### config.mk
export PLATFORM = sky130hd
export DESIGN_NAME = if_id_queue
export DESIGN_NICKNAME = d
export VERILOG_FILES = /design/src/rtl/if_id_queue.sv
export SDC_FILE = /design/constraint.sdc
export NUM_CORES = 1
export LEC_CHECK = 0
export BUFFER_PORTS_ARGS = -buffer_cell sky130_fd_sc_hd__buf_4
export CORE_ASPECT_RATIO = 0.9
export CORE_MARGIN = 2
export CORE_UTILIZATION = 50
export CTS_BUF_LIST = sky130_fd_sc_hd__clkbuf_8
export DETAILED_ROUTE_END_ITERATION = 12
export PLACE_DENSITY = 0.7
export SLEW_MARGIN = 20
export SYNTH_ARGS = -nofsm -noshare
export SYNTH_HDL_FRONTEND = slang
export SYNTH_SLANG_ARGS = --single-unit
### constraint.sdc
create_clock -name clk -period 8.3 [get_ports clk]
set_clock_uncertainty 0.1 [all_clocks]
set_input_delay 1.245 -clock clk [delete_from_list [all_inputs] [get_ports clk]]
set_output_delay 1.245 -clock clk [all_outputs]
set_load 0.01 [all_outputs]
### src/rtl/if_id_queue.sv
// Fetch-to-decode instruction queue: issues in-order imem requests, pairs responses with PCs, buffers for decode.
// Optional macro IFQ_BYPASS_EN enables a same-cycle response bypass to decode when the queue is empty.
module if_id_queue #(
  parameter int unsigned SIZE  = 32,
  parameter int unsigned DEPTH = 4
) (
  input  logic            clk,
  input  logic            reset,
  input  logic [SIZE-1:0] pc_in,
  input  logic            pc_valid,
  output logic            pc_ready,
  output logic            imem_req,
  output logic [SIZE-1:0] imem_addr,
  input  logic            imem_gnt,
  input  logic            imem_rvalid,
  input  logic [SIZE-1:0] imem_rdata,
  input  logic            flush,
  output logic            dec_valid,
  input  logic            dec_ready,
  output logic [SIZE-1:0] dec_pc,
  output logic [SIZE-1:0] dec_instr
);

  localparam int unsigned PW = $clog2(DEPTH);
  localparam int unsigned CW = PW + 1;
  localparam int unsigned SW = CW + 2;
  localparam logic [SIZE-1:0] NOP = SIZE'(32'h0000_0013);

  logic [SIZE-1:0] r_os_pc    [DEPTH];
  logic [SIZE-1:0] r_out_pc   [DEPTH];
  logic [SIZE-1:0] r_out_instr[DEPTH];
  logic [CW-1:0]   r_os_wr, r_os_rd;
  logic [CW-1:0]   r_out_wr, r_out_rd;
  logic [CW-1:0]   r_drop_cnt;

  logic [CW-1:0]   w_os_cnt, w_out_cnt;
  logic [SW-1:0]   w_credit_sum;
  logic            w_credit_ok;
  logic            w_out_empty;
  logic            w_rsp_drop, w_rsp_take;
  logic            w_byp_vld;
  logic            w_dec_pop;
  logic            w_os_push, w_os_pop;
  logic            w_out_push, w_out_pop;
  logic [SIZE-1:0] w_os_head;

  assign w_os_cnt     = r_os_wr - r_os_rd;
  assign w_out_cnt    = r_out_wr - r_out_rd;
  // Every granted request reserves a slot until decode drains it or its dropped response returns.
  assign w_credit_sum = SW'(w_os_cnt) + SW'(w_out_cnt) + SW'(r_drop_cnt);
  assign w_credit_ok  = w_credit_sum < SW'(DEPTH);
  assign w_out_empty  = (w_out_cnt == '0);
  assign w_os_head    = r_os_pc[r_os_rd[PW-1:0]];

  assign imem_req  = reset & pc_valid & w_credit_ok & ~flush;
  assign imem_addr = pc_in;
  assign pc_ready  = imem_req & imem_gnt;

  assign w_rsp_drop = imem_rvalid & (r_drop_cnt != '0);
  assign w_rsp_take = reset & imem_rvalid & ~flush & (r_drop_cnt == '0);

`ifdef IFQ_BYPASS_EN
  assign w_byp_vld = w_out_empty & w_rsp_take;
`else
  assign w_byp_vld = 1'b0;
`endif

  assign dec_valid = reset & (~w_out_empty | w_byp_vld);

  always_comb begin
    dec_pc    = '0;
    dec_instr = NOP;
    if (!w_out_empty) begin
      dec_pc    = r_out_pc[r_out_rd[PW-1:0]];
      dec_instr = r_out_instr[r_out_rd[PW-1:0]];
    end else if (w_byp_vld) begin
      dec_pc    = w_os_head;
      dec_instr = imem_rdata;
    end
  end

  assign w_dec_pop  = dec_valid & dec_ready & ~flush;
  assign w_os_push  = pc_ready;
  assign w_os_pop   = w_rsp_take;
  // A bypassed word consumed by decode never enters the output FIFO.
  assign w_out_push = w_rsp_take & ~(w_byp_vld & dec_ready);
  assign w_out_pop  = w_dec_pop & ~w_out_empty;

  always_ff @(posedge clk or negedge reset) begin
    if (!reset) begin
      r_os_wr    <= '0;
      r_os_rd    <= '0;
      r_out_wr   <= '0;
      r_out_rd   <= '0;
      r_drop_cnt <= '0;
    end else if (flush) begin
      r_os_wr    <= '0;
      r_os_rd    <= '0;
      r_out_wr   <= '0;
      r_out_rd   <= '0;
      r_drop_cnt <= r_drop_cnt + w_os_cnt - CW'(imem_rvalid);
    end else begin
      if (w_os_push)  r_os_wr    <= r_os_wr + CW'(1);
      if (w_os_pop)   r_os_rd    <= r_os_rd + CW'(1);
      if (w_out_push) r_out_wr   <= r_out_wr + CW'(1);
      if (w_out_pop)  r_out_rd   <= r_out_rd + CW'(1);
      if (w_rsp_drop) r_drop_cnt <= r_drop_cnt - CW'(1);
    end
  end

  // Storage arrays need no reset; validity is tracked by the pointers.
  always_ff @(posedge clk) begin
    if (w_os_push) r_os_pc[r_os_wr[PW-1:0]] <= pc_in;
    if (w_out_push) begin
      r_out_pc[r_out_wr[PW-1:0]]    <= w_os_head;
      r_out_instr[r_out_wr[PW-1:0]] <= imem_rdata;
    end
  end

endmodule

-- After elaboration in Yosys (flattened, before gate mapping)
Memory sizes are Yosys's and may differ from the RTL's.
Cells that the tools add are included.
- memories kept: 3
- memory bits (writable): 384
- output and inout port bits: 99
- register bits after elaboration: 15
- reduce and logical (&&, ||, !) cells: 7
- bitwise operators: 14
- order comparisons: 1
- add/subtract/negate cells: 11
- multiplexer cells: 16
- memory list (memory ; depth ; width ; read ports ; clocked after Yosys merged registers in ; write ports ; line ; RTL):
    r_os_pc ; 4 ; 32 ; 1 ; 0 ; 1 ; 29 ; logic [SIZE-1:0] r_os_pc [DEPTH];
    r_out_instr ; 4 ; 32 ; 1 ; 0 ; 1 ; 31 ; logic [SIZE-1:0] r_out_instr[DEPTH];
    r_out_pc ; 4 ; 32 ; 1 ; 0 ; 1 ; 30 ; logic [SIZE-1:0] r_out_pc [DEPTH];
- operators with widths (cell ; number):
    $mux W32 ; 2
    $mux W3 ; 10
    $add A3 B1 Y3 const B ; 4
    $and A1 B1 Y1 ; 12
    $reduce_bool A2 Y1 ; 4
    $logic_not A3 Y1 ; 2
    $sub A3 B3 Y3 ; 2
    $add A4 B3 Y5 ; 1
    $lt A5 B3 Y1 const B ; 1
    $add A3 B3 Y4 ; 1
    $mux W1 ; 4
    $add A3 B3 Y3 ; 1
    $reduce_bool A3 Y1 ; 1
    $sub A3 B1 Y3 ; 1
    $sub A3 B1 Y3 const B ; 1
    $not A1 Y1 ; 2

-- Logic depth before layout (Yosys ltp)
Gate-level depths: netlist of the first run.
- depth in word-level cells: 9
- depth in mapped cells: 14

-- Least setup slack after synthesis of the first run
OpenSTA, ideal clock, no wires.
- path kind: register to register
- start: register r_os_wr[0]
- end: memory r_os_pc[0][0] (enable)
- path buffers: 1
- stages on the path, launching flop included: 14
- period minus slack after synthesis: 4.479 ns
- arrival time: 3.987 ns
- setup slack: 3.821 ns
- library setup time: 0.392 ns
- path through: dfrtp_1 inv_1 ha_1 inv_1 fa_1 xor2_1 inv_1 fa_1 fa_1 o21ba_2 nor3_1 and3_1 clkbuf_1 and2_1
- word-level cells in the longest chain between the ends: 9
- RTL lines (what ; line ; RTL):
    start: declaration ; 32 ; logic [CW-1:0] r_os_wr, r_os_rd;
    start signal: assignment ; 103 ; if (w_os_push) r_os_wr <= r_os_wr + CW'(1);
    $sub A3 B3 Y3 ; 47 ; assign w_os_cnt = r_os_wr - r_os_rd;
    $add A3 B3 Y4 ; 50 ; assign w_credit_sum = SW'(w_os_cnt) + SW'(w_out_cnt) + SW'(r_drop_cnt);
    $add A4 B3 Y5 ; 50 ;
    $lt A5 B3 Y1 ; 51 ; assign w_credit_ok = w_credit_sum < SW'(DEPTH);
    $and A1 B1 Y1 (2 in a row) ; 55 ; assign imem_req = reset & pc_valid & w_credit_ok & ~flush;
    $and A1 B1 Y1 ; 57 ; assign pc_ready = imem_req & imem_gnt;
    named net pc_ready ; 11 ; output logic pc_ready,
    $mux W1 ; 113 ; if (w_os_push) r_os_pc[r_os_wr[PW-1:0]] <= pc_in;
    $mux W1 (implied by the code) ; 113 ;
    end: declaration ; 29 ;
The timed path passes the listed nets, and every way through them passes these cells.

-- Worst setup path after layout of the first run
- start: register r_os_rd[1]
- end: output pc_ready
- word-level cells in the longest chain between the ends: 7
- RTL lines (what ; line ; RTL):
    start: declaration ; 32 ;
    start signal: assignment ; 104 ; if (w_os_pop) r_os_rd <= r_os_rd + CW'(1);
    $sub A3 B3 Y3 ; 47 ;
    $add A3 B3 Y4 ; 50 ;
    $add A4 B3 Y5 ; 50 ;
    $lt A5 B3 Y1 ; 51 ;
    $and A1 B1 Y1 (2 in a row) ; 55 ;
    $and A1 B1 Y1 ; 57 ;
    end: declaration ; 11 ;
No other way between the ends.

==> impl_metrics.env, run 1 <==
export IMPL_status="finished clean"
export IMPL_rsz0062_at_grt="false"
export IMPL_num_vias=7318
export IMPL_synth_avg_cell_area_sq_um=21.42
export IMPL_fin_crit_sh=0.7041
export IMPL_grt_remaining_overflow=0
export IMPL_drc_errors=0
export IMPL_cts_path_max_buffers=3
export IMPL_pin_count=170
export IMPL_drive_above_1_share=0.3708
export IMPL_cts_made_buffers=58
export IMPL_synth_xor_area_frac=0.005865
export IMPL_worstPathArrival_ps=4500
export IMPL_die_w_um=191.3
export IMPL_tns_ps=0
export IMPL_dr_pass1_iters=5
export IMPL_final_cell_mix="edfxtp_1 (384), buf_4 (173), mux4_2 (96)"
export IMPL_mostFrequentLayoutCell="edfxtp_1"
export IMPL_htreeDepth=2
export IMPL_drt_wirelength_per_cell_um=21.06
export IMPL_hp_start="r_os_wr[2]$_DFFE_PN0P_"
export IMPL_ys_ff_latch=399
export IMPL_critPathLaunch="r_os_rd[1]$_DFFE_PN0P_"
export IMPL_clkLatencyLatePin_ps=600
export IMPL_cts_resized=0
export IMPL_finalHoldViolations=0
export IMPL_crit_fanout=34
export IMPL_hold_path_class="reg2reg"
export IMPL_core_area_sq_um=30990
export IMPL_end_kind="output pin"
export IMPL_critical_path_class="reg2out"
export IMPL_hpwl_um=16000
export IMPL_power_leakage_nw=6.138
export IMPL_max_freq_mhz=171.1
export IMPL_setup_viol=0
export IMPL_synth_area_mux_share=0.1403
export IMPL_initialDrtViolationCount=499
export IMPL_r2r_worst_path_cells=10
export IMPL_dieHeight_um=172.6
export IMPL_grt_pass1_wl_um=43790
export IMPL_vias_per_cell=5.377
export IMPL_synthArstFlopShare=0.03759
export IMPL_cts_setup_buffers=0
export IMPL_grt_total_usage=0.1755
export IMPL_worst_pin_slew_ps=1044
export IMPL_areaGrowthSynthToFinish_pct=15.65
export IMPL_ir_drop_mv=0.1366
export IMPL_placementRows=61
export IMPL_cts_tree="done"
export IMPL_ys_types=38
export IMPL_synth_ff_type="edfxtp_1"
export IMPL_syn_inst=737
export IMPL_grt_max_degree=66
export IMPL_yosysWarnings=0
export IMPL_clk_pin_slew_ps=60
export IMPL_maxCapViolCount=0
export IMPL_final_nets=1004
export IMPL_synth_top_family_by_area="multiplexers"
export IMPL_cts_hold_buf=0
export IMPL_gp_congestion=0.7628
export IMPL_layout_min_cycle_time_ps=5844
export IMPL_synth_simple_area_share=0.04002
export IMPL_slew_viol_final=0
export IMPL_layout_setup_ws_ps=2456
export IMPL_cts_root_buf="clkbuf_8"
export IMPL_grt_pass1_vias=7711
export IMPL_r2r_setup_slack_ps=3230
export IMPL_drtAntennaViolNets=0
export IMPL_cts_sinks=399
export IMPL_r2r_start="r_os_rd[1]$_DFFE_PN0P_"
export IMPL_cp_start_kind="flop"
export IMPL_cellPowerDensity_nw_per_um2=231.1
export IMPL_required_ps=6950
export IMPL_initial_core_util=0.5095
export IMPL_antenna_found_initial=0
export IMPL_endpoint="pc_ready"
export IMPL_synthesis_nets=835
export IMPL_syn_area_sq_um=15790
export IMPL_die_area_sq_um=33010
export IMPL_r2r_end="r_os_pc[0][11]$_DFFE_PP_"
export IMPL_synth_adder_area_share=0.02425
export IMPL_routed_wirelength_um=28660
export IMPL_dp_worst_setup_slack_ps=2999
export IMPL_slew_headroom=0.3037
export IMPL_ys_seq_area_frac=0.7542
export IMPL_total_power_mw=4.220
export IMPL_antenna_cells=0
export IMPL_io_buffer_count=169
export IMPL_synth_edf_count=384
export IMPL_synth_compound_area_share=0.006182
[cells by family after synthesis]
family / Yosys count
AO/OA/AOI/OAI: 16
adder cells (fa/ha/maj): 27
AND/OR/NAND/NOR: 104
multiplexers: 101
buffers and inverters: 81
flip-flops: 399
XOR/XNOR: 9
[per-stage QoR]
| stage | hold slack [ps] | cells | util | instance area (sq um) |
|---|---|---|---|---|
| finish | 399.5 | 1361 | 0.5892 | 18260 |
| floorplan | 370.7 | 737 | - | 15790 |
| global placement | 383.0 | 1254 | 0.5561 | 17230 |
| detailed placement | 398.4 | 1254 | 0.5561 | 17230 |
| CTS | 381.4 | 1360 | 0.5886 | 18240 |
| global route | 396.0 | 1361 | 0.5892 | 18260 |
[synthesized netlist by cell type (2+ instances only)]
library cell | n | area (sq um)
edfxtp_1 | 384 | 11530
mux4_2 | 96 | 2162
nor2b_1 | 65 | 406.6
buf_4 | 32 | 240.2
ha_1 | 21 | 262.8
clkbuf_1 | 18 | 67.56
inv_1 | 16 | 60.06
dfrtp_1 | 15 | 375.4
buf_2 | 12 | 60.06
and3_1 | 6 | 37.54
fa_1 | 6 | 120.1
nand2_1 | 6 | 22.52
a21oi_1 | 5 | 25.02
nor2_1 | 5 | 18.77
o21ai_0 | 5 | 25.02
xnor2_1 | 5 | 43.79
and2_1 | 4 | 25.02
buf_6 | 3 | 33.78
mux2i_1 | 3 | 30.03
nand2b_1 | 3 | 18.77
nand3_1 | 3 | 15.01
or2_1 | 3 | 18.77
xor2_1 | 3 | 26.28
mux2_2 | 2 | 22.52
o31ai_1 | 2 | 15.01
or3_1 | 2 | 12.51
[per-layer routing]
layer / vias to the layer above / track usage / routed length [um]
met2: 270 / 0.2790 / 13710
li1: 3257 / - / -
met4: 0 / 0.04840 / 409
met5: - / 0 / 0
met3: 40 / 0.03471 / 1994
met1: 3751 / 0.2511 / 12550
[worst max-delay path, cell delays in order, from the launching register on]
cell      delay [ps]
dfrtp_2          930
inv_1            180
fa_1             440
xor2_1           220
inv_1             90
fa_1             520
fa_1             560
nand4b_1         100
nor3_1           350
and3_1           340
buf_4            160
[registers in the layout, indices dropped and copies added, names as in the netlist]
name         flops
r_os_pc        128
r_out_instr    128
r_out_pc       128
r_drop_cnt       3
r_os_rd          3
r_os_wr          3
r_out_rd         3
r_out_wr         3
[layout make-up]
class                   instances  area [sq um]
clock buffers                  59         812.0
clock inverters                47         193.9
fillers                      2317         12730
inverters                      16         60.06
multi-input cells             257          3446
flip-flops and latches        399         11920
well taps                     409         511.7
repair buffers                174          1319
[worst min-delay path by stage]
stage | end | cells after the start | slack, ps
6_report | r_os_wr[2]$_DFFE_PN0P_ | 1 | 400
5_1_grt | r_drop_cnt[1]$_DFFE_PN0P_ | 1 | 400
4_1_cts | r_drop_cnt[0]$_DFFE_PN0P_ | 1 | 380
3_5_place_dp | r_os_wr[2]$_DFFE_PN0P_ | 1 | 400
3_3_place_gp | r_os_wr[2]$_DFFE_PN0P_ | 1 | 380
2_1_floorplan | r_os_wr[2]$_DFFE_PN0P_ | 1 | 370
[power by group]
part	switching [mW]	internal [mW]	total (mW)
Combinational	0.305	0.277	0.582
Clock	0.696	0.659	1.36
Sequential	0.0265	2.26	2.28
Total	1.03	3.19	4.22
Note: power is estimated with default switching activity, not from simulation.
==> run 2, diff against run 1 <==
--- a/config.mk
+++ b/config.mk
@@ -5,13 +5,14 @@
 export SDC_FILE = /design/constraint.sdc
 export NUM_CORES = 1
 export LEC_CHECK = 0
+export ABC_AREA = 1
 export BUFFER_PORTS_ARGS = -buffer_cell sky130_fd_sc_hd__buf_4
 export CORE_ASPECT_RATIO = 0.9
 export CORE_MARGIN = 2
 export CORE_UTILIZATION = 50
 export CTS_BUF_LIST = sky130_fd_sc_hd__clkbuf_8
 export DETAILED_ROUTE_END_ITERATION = 12
-export PLACE_DENSITY = 0.7
+export PLACE_DENSITY = 0.69
 export SLEW_MARGIN = 20
 export SYNTH_ARGS = -nofsm -noshare
 export SYNTH_HDL_FRONTEND = slang
==> constraint.sdc (replaced) <==
create_clock -name clk -period 5.9 [get_ports clk]
set_clock_uncertainty 0.1 [all_clocks]
set_input_delay 0.885 -clock clk [delete_from_list [all_inputs] [get_ports clk]]
set_output_delay 0.885 -clock clk [all_outputs]
set_load 0.01 [all_outputs]
==> run 2 against run 1 <==
First-iteration DRC count is 37% higher. Design area is 3.4% higher. Clock power is 56% higher. Worst setup slack worse by 1600 ps. Sequential share of layout area is 2.1 points lower. Critical endpoint unchanged. Die area is 3.1% higher. Wire length is 15% higher. Total power is 81% higher. Worst hold slack worse by 300 ps. Core utilization is 0.14 points higher. Final cell count is 38% higher.
==> impl_metrics.env, run 2 <==
export IMPL_cts_tree="done"
export IMPL_grt_pass1_wl_um=51410
export IMPL_num_vias=9920
export IMPL_core_area_sq_um=31960
export IMPL_initialDrtViolationCount=684
export IMPL_antenna_found_initial=0
export IMPL_synth_ff_type="edfxtp_1"
export IMPL_required_ps=4910
export IMPL_synth_top_family_by_area="compound AO/OA/AOI/OAI gates"
export IMPL_slew_viol_final=0
export IMPL_end_kind="output pin"
export IMPL_drive_above_1_share=0.1979
export IMPL_ir_drop_mv=0.2040
export IMPL_drt_wirelength_per_cell_um=17.61
export IMPL_grt_max_degree=93
export IMPL_synth_simple_area_share=0.08981
export IMPL_ys_ff_latch=399
export IMPL_synthesis_nets=1358
export IMPL_placementRows=62
export IMPL_cts_root_buf="clkbuf_8"
export IMPL_cts_sinks=399
export IMPL_fin_hold_ws_ps=99.50
export IMPL_max_freq_mhz=196.5
export IMPL_cts_made_buffers=66
export IMPL_drc_errors=0
export IMPL_gp_congestion=0.7947
export IMPL_power_switching_mw=2.449
export IMPL_clk_pin_slew_ps=70
export IMPL_rsz0062_at_grt="false"
export IMPL_dpl_cell_area_sq_um=17710
export IMPL_die_area_sq_um=34040
export IMPL_final_nets=1511
export IMPL_syn_inst=1260
export IMPL_routed_wirelength_um=33040
export IMPL_critical_path_class="reg2out"
export IMPL_hold_path_class="in2async"
export IMPL_yosys_top_cells_count="edfxtp_1 (384), nor2_1 (266), o21ai_0 (127)"
export IMPL_final_cell_mix="edfxtp_1 (384), nor2_1 (259), buf_4 (183)"
export IMPL_mostFrequentLayoutCell="edfxtp_1"
export IMPL_maxCapViolCount=0
export IMPL_synth_adder_area_share=0.02351
export IMPL_yosysWarnings=0
export IMPL_tns_ps=0
export IMPL_cellPowerDensity_nw_per_um2=403.6
export IMPL_yosysMostFrequentCell="edfxtp_1"
export IMPL_grt_total_usage=0.1929
export IMPL_grt_remaining_overflow=0
export IMPL_nFillCells=2553
export IMPL_hpwl_um=18890
export IMPL_ys_types=28
export IMPL_io_buffer_count=169
export IMPL_crit_fanout=34
export IMPL_slew_headroom=0.3223
export IMPL_vias_per_cell=5.288
export IMPL_antenna_cells=0
export IMPL_synth_compound_area_share=0.09080
export IMPL_synthTopCellsByArea="edfxtp_1 (71%), nor2_1 (6.1%), o21ai_0 (3.9%)"
export IMPL_fin_crit_sh=0.8624
export IMPL_internal_power_mw=5.170
export IMPL_finalHoldViolations=0
export IMPL_cts_hold_buf=0
export IMPL_wl_met3_um=1878
export IMPL_cts_path_max_buffers=3
export IMPL_met2_length_um=15430
export IMPL_initial_core_util=0.5096
export IMPL_areaGrowthSynthToFinish_pct=15.90
export IMPL_status="finished clean"
export IMPL_dr_pass1_iters=5
export IMPL_syn_area_sq_um=16290
export IMPL_synthArstFlopShare=0.03759
export IMPL_die_w_um=194.2
export IMPL_met1_length_um=15040
export IMPL_grt_pass1_vias=9594
export IMPL_layout_min_cycle_time_ps=5088
export IMPL_top_layer="met4"
export IMPL_comb_power_share=0.285
export IMPL_power_leakage_nw=7.167
export IMPL_sw_frac_of_total=0.3214
export IMPL_synth_edf_count=384
export IMPL_cp_start_kind="flop"
export IMPL_yosysTopAreaCell="edfxtp_1"
export IMPL_drtAntennaViolNets=0
export IMPL_synth_top_area_frac=0.7080
export IMPL_fin_util=0.5906
export IMPL_htreeDepth=3
export IMPL_worst_pin_slew_ps=1014
export IMPL_setup_viol=0
export IMPL_pwr_share_seq=0.437
export IMPL_clkLatencyLatePin_ps=580
export IMPL_dieHeight_um=175.2
export IMPL_ys_seq_area_frac=0.7310
export IMPL_cts_resized=0
export IMPL_cts_setup_buffers=0
export IMPL_p_clk_frac=0.279
export IMPL_synth_area_mux_share=0.001844
export IMPL_worstPathArrival_ps=4100
export IMPL_pin_count=170
export IMPL_design_area_sq_um=18880
export IMPL_synth_xor_area_frac=0.003764
export IMPL_synth_avg_cell_area_sq_um=12.93
run 2: changes by cell type after synthesis, moves of 61 or more:
cell     previous run  this run
nor2b_1            65         0
nand2_1             6        93
inv_1              16        97
o32ai_1             0        61
mux4_2             96         0
o21ai_0             5       127
nor2_1              5       266
run 2: path summary, 6_finish.rpt:
path,slack [ps],cells past startpoint,endpoint,start
setup / recovery,810,14,pc_ready,r_os_rd[1]$_DFFE_PN0P_
hold / removal,100,1,r_drop_cnt[1]$_DFFE_PN0P_,reset
setup reg to reg,1590,14,r_os_pc[3][29]$_DFFE_PP_,r_os_rd[1]$_DFFE_PN0P_
hold reg to reg,420,1,r_os_rd[2]$_DFFE_PN0P_,r_os_rd[2]$_DFFE_PN0P_
max in group asynchronous,5350,1,r_out_rd[0]$_DFFE_PN0P_,reset
min in group clk,420,1,r_os_pc[1][21]$_DFFE_PP_,pc_in[21]
run 2: final cells by class:
cell class,instances,area [sq um],share of cell area
clock buffer,66,908.4,0.04812
clock inverter,49,236.5,0.01253
tap,416,520.5,0.02757
timing repair buffer,186,1434,0.07596
sequential,399,11920,0.6312
multi-input combinational,655,3466,0.1836
inverter,105,396.6,0.02101
run 2: cells by family after synthesis:
group | after synthesis
fa+ha+maj | 27
compound gates | 239
buf+inv | 206
xor+xnor | 7
simple gates | 379
flops | 399
mux | 3
run 2: critical path, cell delays in order (launching register included):
cell and delay [ps]:
dfrtp_1 330, buf_4 320, inv_1 70, buf_4 250, fa_1 440, xnor2_1 300
fa_1 510, fa_1 550, nand2_1 50, inv_1 40, nand3_1 80, nor2_2 130
nand3_2 200, inv_2 130, buf_4 130
run 2: routing by layer:
| layer | global-route usage | up-vias |
|---|---|---|
| met3 | 0.03436 | 61 |
| li1 | - | 4759 |
| met2 | 0.3081 | 293 |
| met1 | 0.2715 | 4807 |
| met5 | 0 | - |
| met4 | 0.06218 | 0 |
run 2: through the flow:
stage	power [mW]	setup WS [ps]	std cells
final	7.619	812.0	1876
after global routing	8.049	565.9	1876
after CTS	7.705	754.3	1875
after detailed placement	5.578	1368	1760
after global placement	5.530	1428	1760
after floorplan	4.684	1208	1260
run 2: power groups by stage:
stage          logic (mW)  clock network (mW)  registers (mW)
6_report             2.17                2.12            3.33
5_1_grt              2.42                2.29            3.34
4_1_cts              2.20                2.18            3.32
3_5_place_dp         2.19                   0            3.38
3_3_place_gp         2.15                   0            3.38
2_1_floorplan        1.34                   0            3.34
==> run 3, diff against run 2 <==
==> constraint.sdc (replaced) <==
create_clock -name clk -period 5.9 [get_ports clk]
set_clock_uncertainty 0.1 [all_clocks]
set_input_delay 0.885 -clock clk [delete_from_list [all_inputs] [get_ports clk]]
set_output_delay 0.885 -clock clk [all_outputs]
set_load 0.005 [all_outputs]
==> run 3 against run 2 <==
Sequential power about the same. Critical path depth did not move. Final cell count down 0.16%. Largest power group unchanged. Global-route usage shrank 0.27 points. Sequential cell count is the same. Critical endpoint unchanged. Total power decreased by 0.25%. Worst hold slack got worse by 25 ps. Clock power grew 6%. First-iteration DRC count rose by 2.2%. Via count decreased by 0.12%. Design area is 0.12% higher. Worst setup slack better by 37 ps.
==> impl_metrics.env, run 3 (same netlist as run 2, synthesis figures left out) <==
export IMPL_layout_min_cycle_time_ps=5051
export IMPL_fin_util=0.5913
export IMPL_drc_errors=0
export IMPL_areaGrowthSynthToFinish_pct=16.04
export IMPL_p_clk_frac=0.295
export IMPL_routed_wirelength_um=32730
export IMPL_vias_per_cell=5.290
export IMPL_mostFrequentLayoutCell="edfxtp_1"
export IMPL_worstPathArrival_ps=4070
export IMPL_path_cells="buf_4 > inv_1 > buf_4 > fa_1 > xnor2_1 > fa_1 > fa_1 > nand2_1 > inv_1 > nand3_1 > nor2_2 > nand3_2 > inv_2 > buf_4"
export IMPL_grt_remaining_overflow=0
export IMPL_finalHoldViolations=0
export IMPL_cts_resized=0
export IMPL_tns_ps=0
export IMPL_required_ps=4910
export IMPL_htreeDepth=3
export IMPL_core_area_sq_um=31960
export IMPL_cts_root_buf="clkbuf_8"
export IMPL_power_leakage_nw=7.168
export IMPL_slew_viol_final=0
export IMPL_nFillCells=2523
export IMPL_drtAntennaViolNets=0
export IMPL_setup_viol=0
export IMPL_die_w_um=194.2
export IMPL_pwr_share_seq=0.437
export IMPL_die_area_sq_um=34040
export IMPL_cts_made_buffers=66
export IMPL_worst_pin_slew_ps=992.4
export IMPL_dieHeight_um=175.2
export IMPL_instances_no_fill=1873
export IMPL_critPathMaxStageDelay_ps=550
export IMPL_dr_pass1_iters=5
export IMPL_initialDrtViolationCount=699
export IMPL_cts_tree="done"
export IMPL_crit_slowest_cell="fa_1"
export IMPL_critical_path_class="reg2out"
export IMPL_cp_start_kind="flop"
export IMPL_final_cell_mix="edfxtp_1 (384), nor2_1 (259), buf_4 (185)"
export IMPL_clkLatencyLatePin_ps=590
export IMPL_slew_headroom=0.3374
export IMPL_num_vias=9908
export IMPL_placementRows=62
export IMPL_final_nets=1510
export IMPL_crit_fanout=34
export IMPL_clk_pin_slew_ps=60
export IMPL_grt_pass1_vias=9444
export IMPL_cts_path_max_buffers=3
export IMPL_fin_crit_sh=0.8562
export IMPL_multi_input_area_sq_um=3466
export IMPL_hpwl_um=18740
export IMPL_dp_cells=1760
export IMPL_cts_setup_buffers=0
export IMPL_sw_frac_of_total=0.3063
export IMPL_initial_core_util=0.5096
export IMPL_ir_drop_mv=0.3073
export IMPL_gp_congestion=0.7860
export IMPL_end_kind="output pin"
export IMPL_grt_pass1_wl_um=50670
export IMPL_antenna_found_initial=0
export IMPL_rsz0062_at_grt="false"
export IMPL_max_freq_mhz=198.0
export IMPL_r2r_setup_slack_ps=1620
export IMPL_maxCapViolCount=0
export IMPL_hold_path_class="in2async"
export IMPL_cts_sinks=399
export IMPL_status="finished clean"
export IMPL_drive_above_1_share=0.2004
export IMPL_cellPowerDensity_nw_per_um2=402.2
export IMPL_io_buffer_count=169
export IMPL_pin_count=170
export IMPL_power_switching_mw=2.328
export IMPL_internal_power_mw=5.273
export IMPL_grt_max_degree=89
export IMPL_cts_hold_buf=0
export IMPL_comb_power_share=0.268
export IMPL_grt_total_usage=0.1902
export IMPL_antenna_cells=0
export IMPL_drt_wirelength_per_cell_um=17.47
export IMPL_regArea_sq_um=11920
## run 3: worst max-delay path: cells and delay by family, from the launching register on
family	cells	cell delay, ps
fa+ha+maj	3	1500
buf+inv	6	940
simple gates	4	470
flops	1	320
xor+xnor	1	260
## run 3: cell type report
cell class / instances / share of cell area
Clock buffer: 68 / 0.04952
Clock inverter: 45 / 0.01463
Inverter: 105 / 0.02099
Multi-Input combinational cell: 655 / 0.1834
Sequential cell: 399 / 0.6305
Tap cell: 416 / 0.02754
Timing Repair Buffer: 185 / 0.07349
## run 3: path summary, 6_finish.rpt
path	startpoint	to	cells past startpoint
worst min register to register	r_os_rd[2]$_DFFE_PN0P_	r_os_rd[2]$_DFFE_PN0P_	1
worst min-delay path	reset	r_drop_cnt[0]$_DFFE_PN0P_	1
max in group asynchronous	reset	r_out_rd[1]$_DFFE_PN0P_	1
min in group clk	r_os_rd[2]$_DFFE_PN0P_	r_os_rd[2]$_DFFE_PN0P_	1
worst max-delay path	r_os_rd[1]$_DFFE_PN0P_	pc_ready	14
worst max register to register	r_os_rd[1]$_DFFE_PN0P_	r_os_pc[0][29]$_DFFE_PP_	14
## run 3: layer usage
metal / vias to the layer above / part of all wire / GRT usage
li1: 4760 / - / -
met1: 4788 / 0.45 / 0.2684
met2: 294 / 0.46 / 0.2973
met3: 66 / 0.058 / 0.03436
met4: 0 / 0.026 / 0.07229
met5: - / 0 / 0
## run 3: power by group through the flow
| stage | combinational (mW) | sequential [mW] | clock (mW) |
|---|---|---|---|
| 5_1_grt | 2.29 | 3.33 | 2.43 |
| 3_3_place_gp | 2.02 | 3.38 | 0 |
| 3_5_place_dp | 2.06 | 3.38 | 0 |
| 2_1_floorplan | 1.22 | 3.34 | 0 |
| 4_1_cts | 2.07 | 3.32 | 2.31 |
| 6_report | 2.04 | 3.32 | 2.24 |
## run 3: stage by stage
stage	total power, mW	cell area, sq um	setup slack (ps)	hold WS, ps
finish	7.601	18900	848.5	74.15
global route	8.047	18900	610.8	67.02
CTS	7.695	18900	775.1	49.55
detailed placement	5.440	17690	1384	385.4
global placement	5.400	17690	1439	381.9
floorplan	4.563	16290	1208	360.8
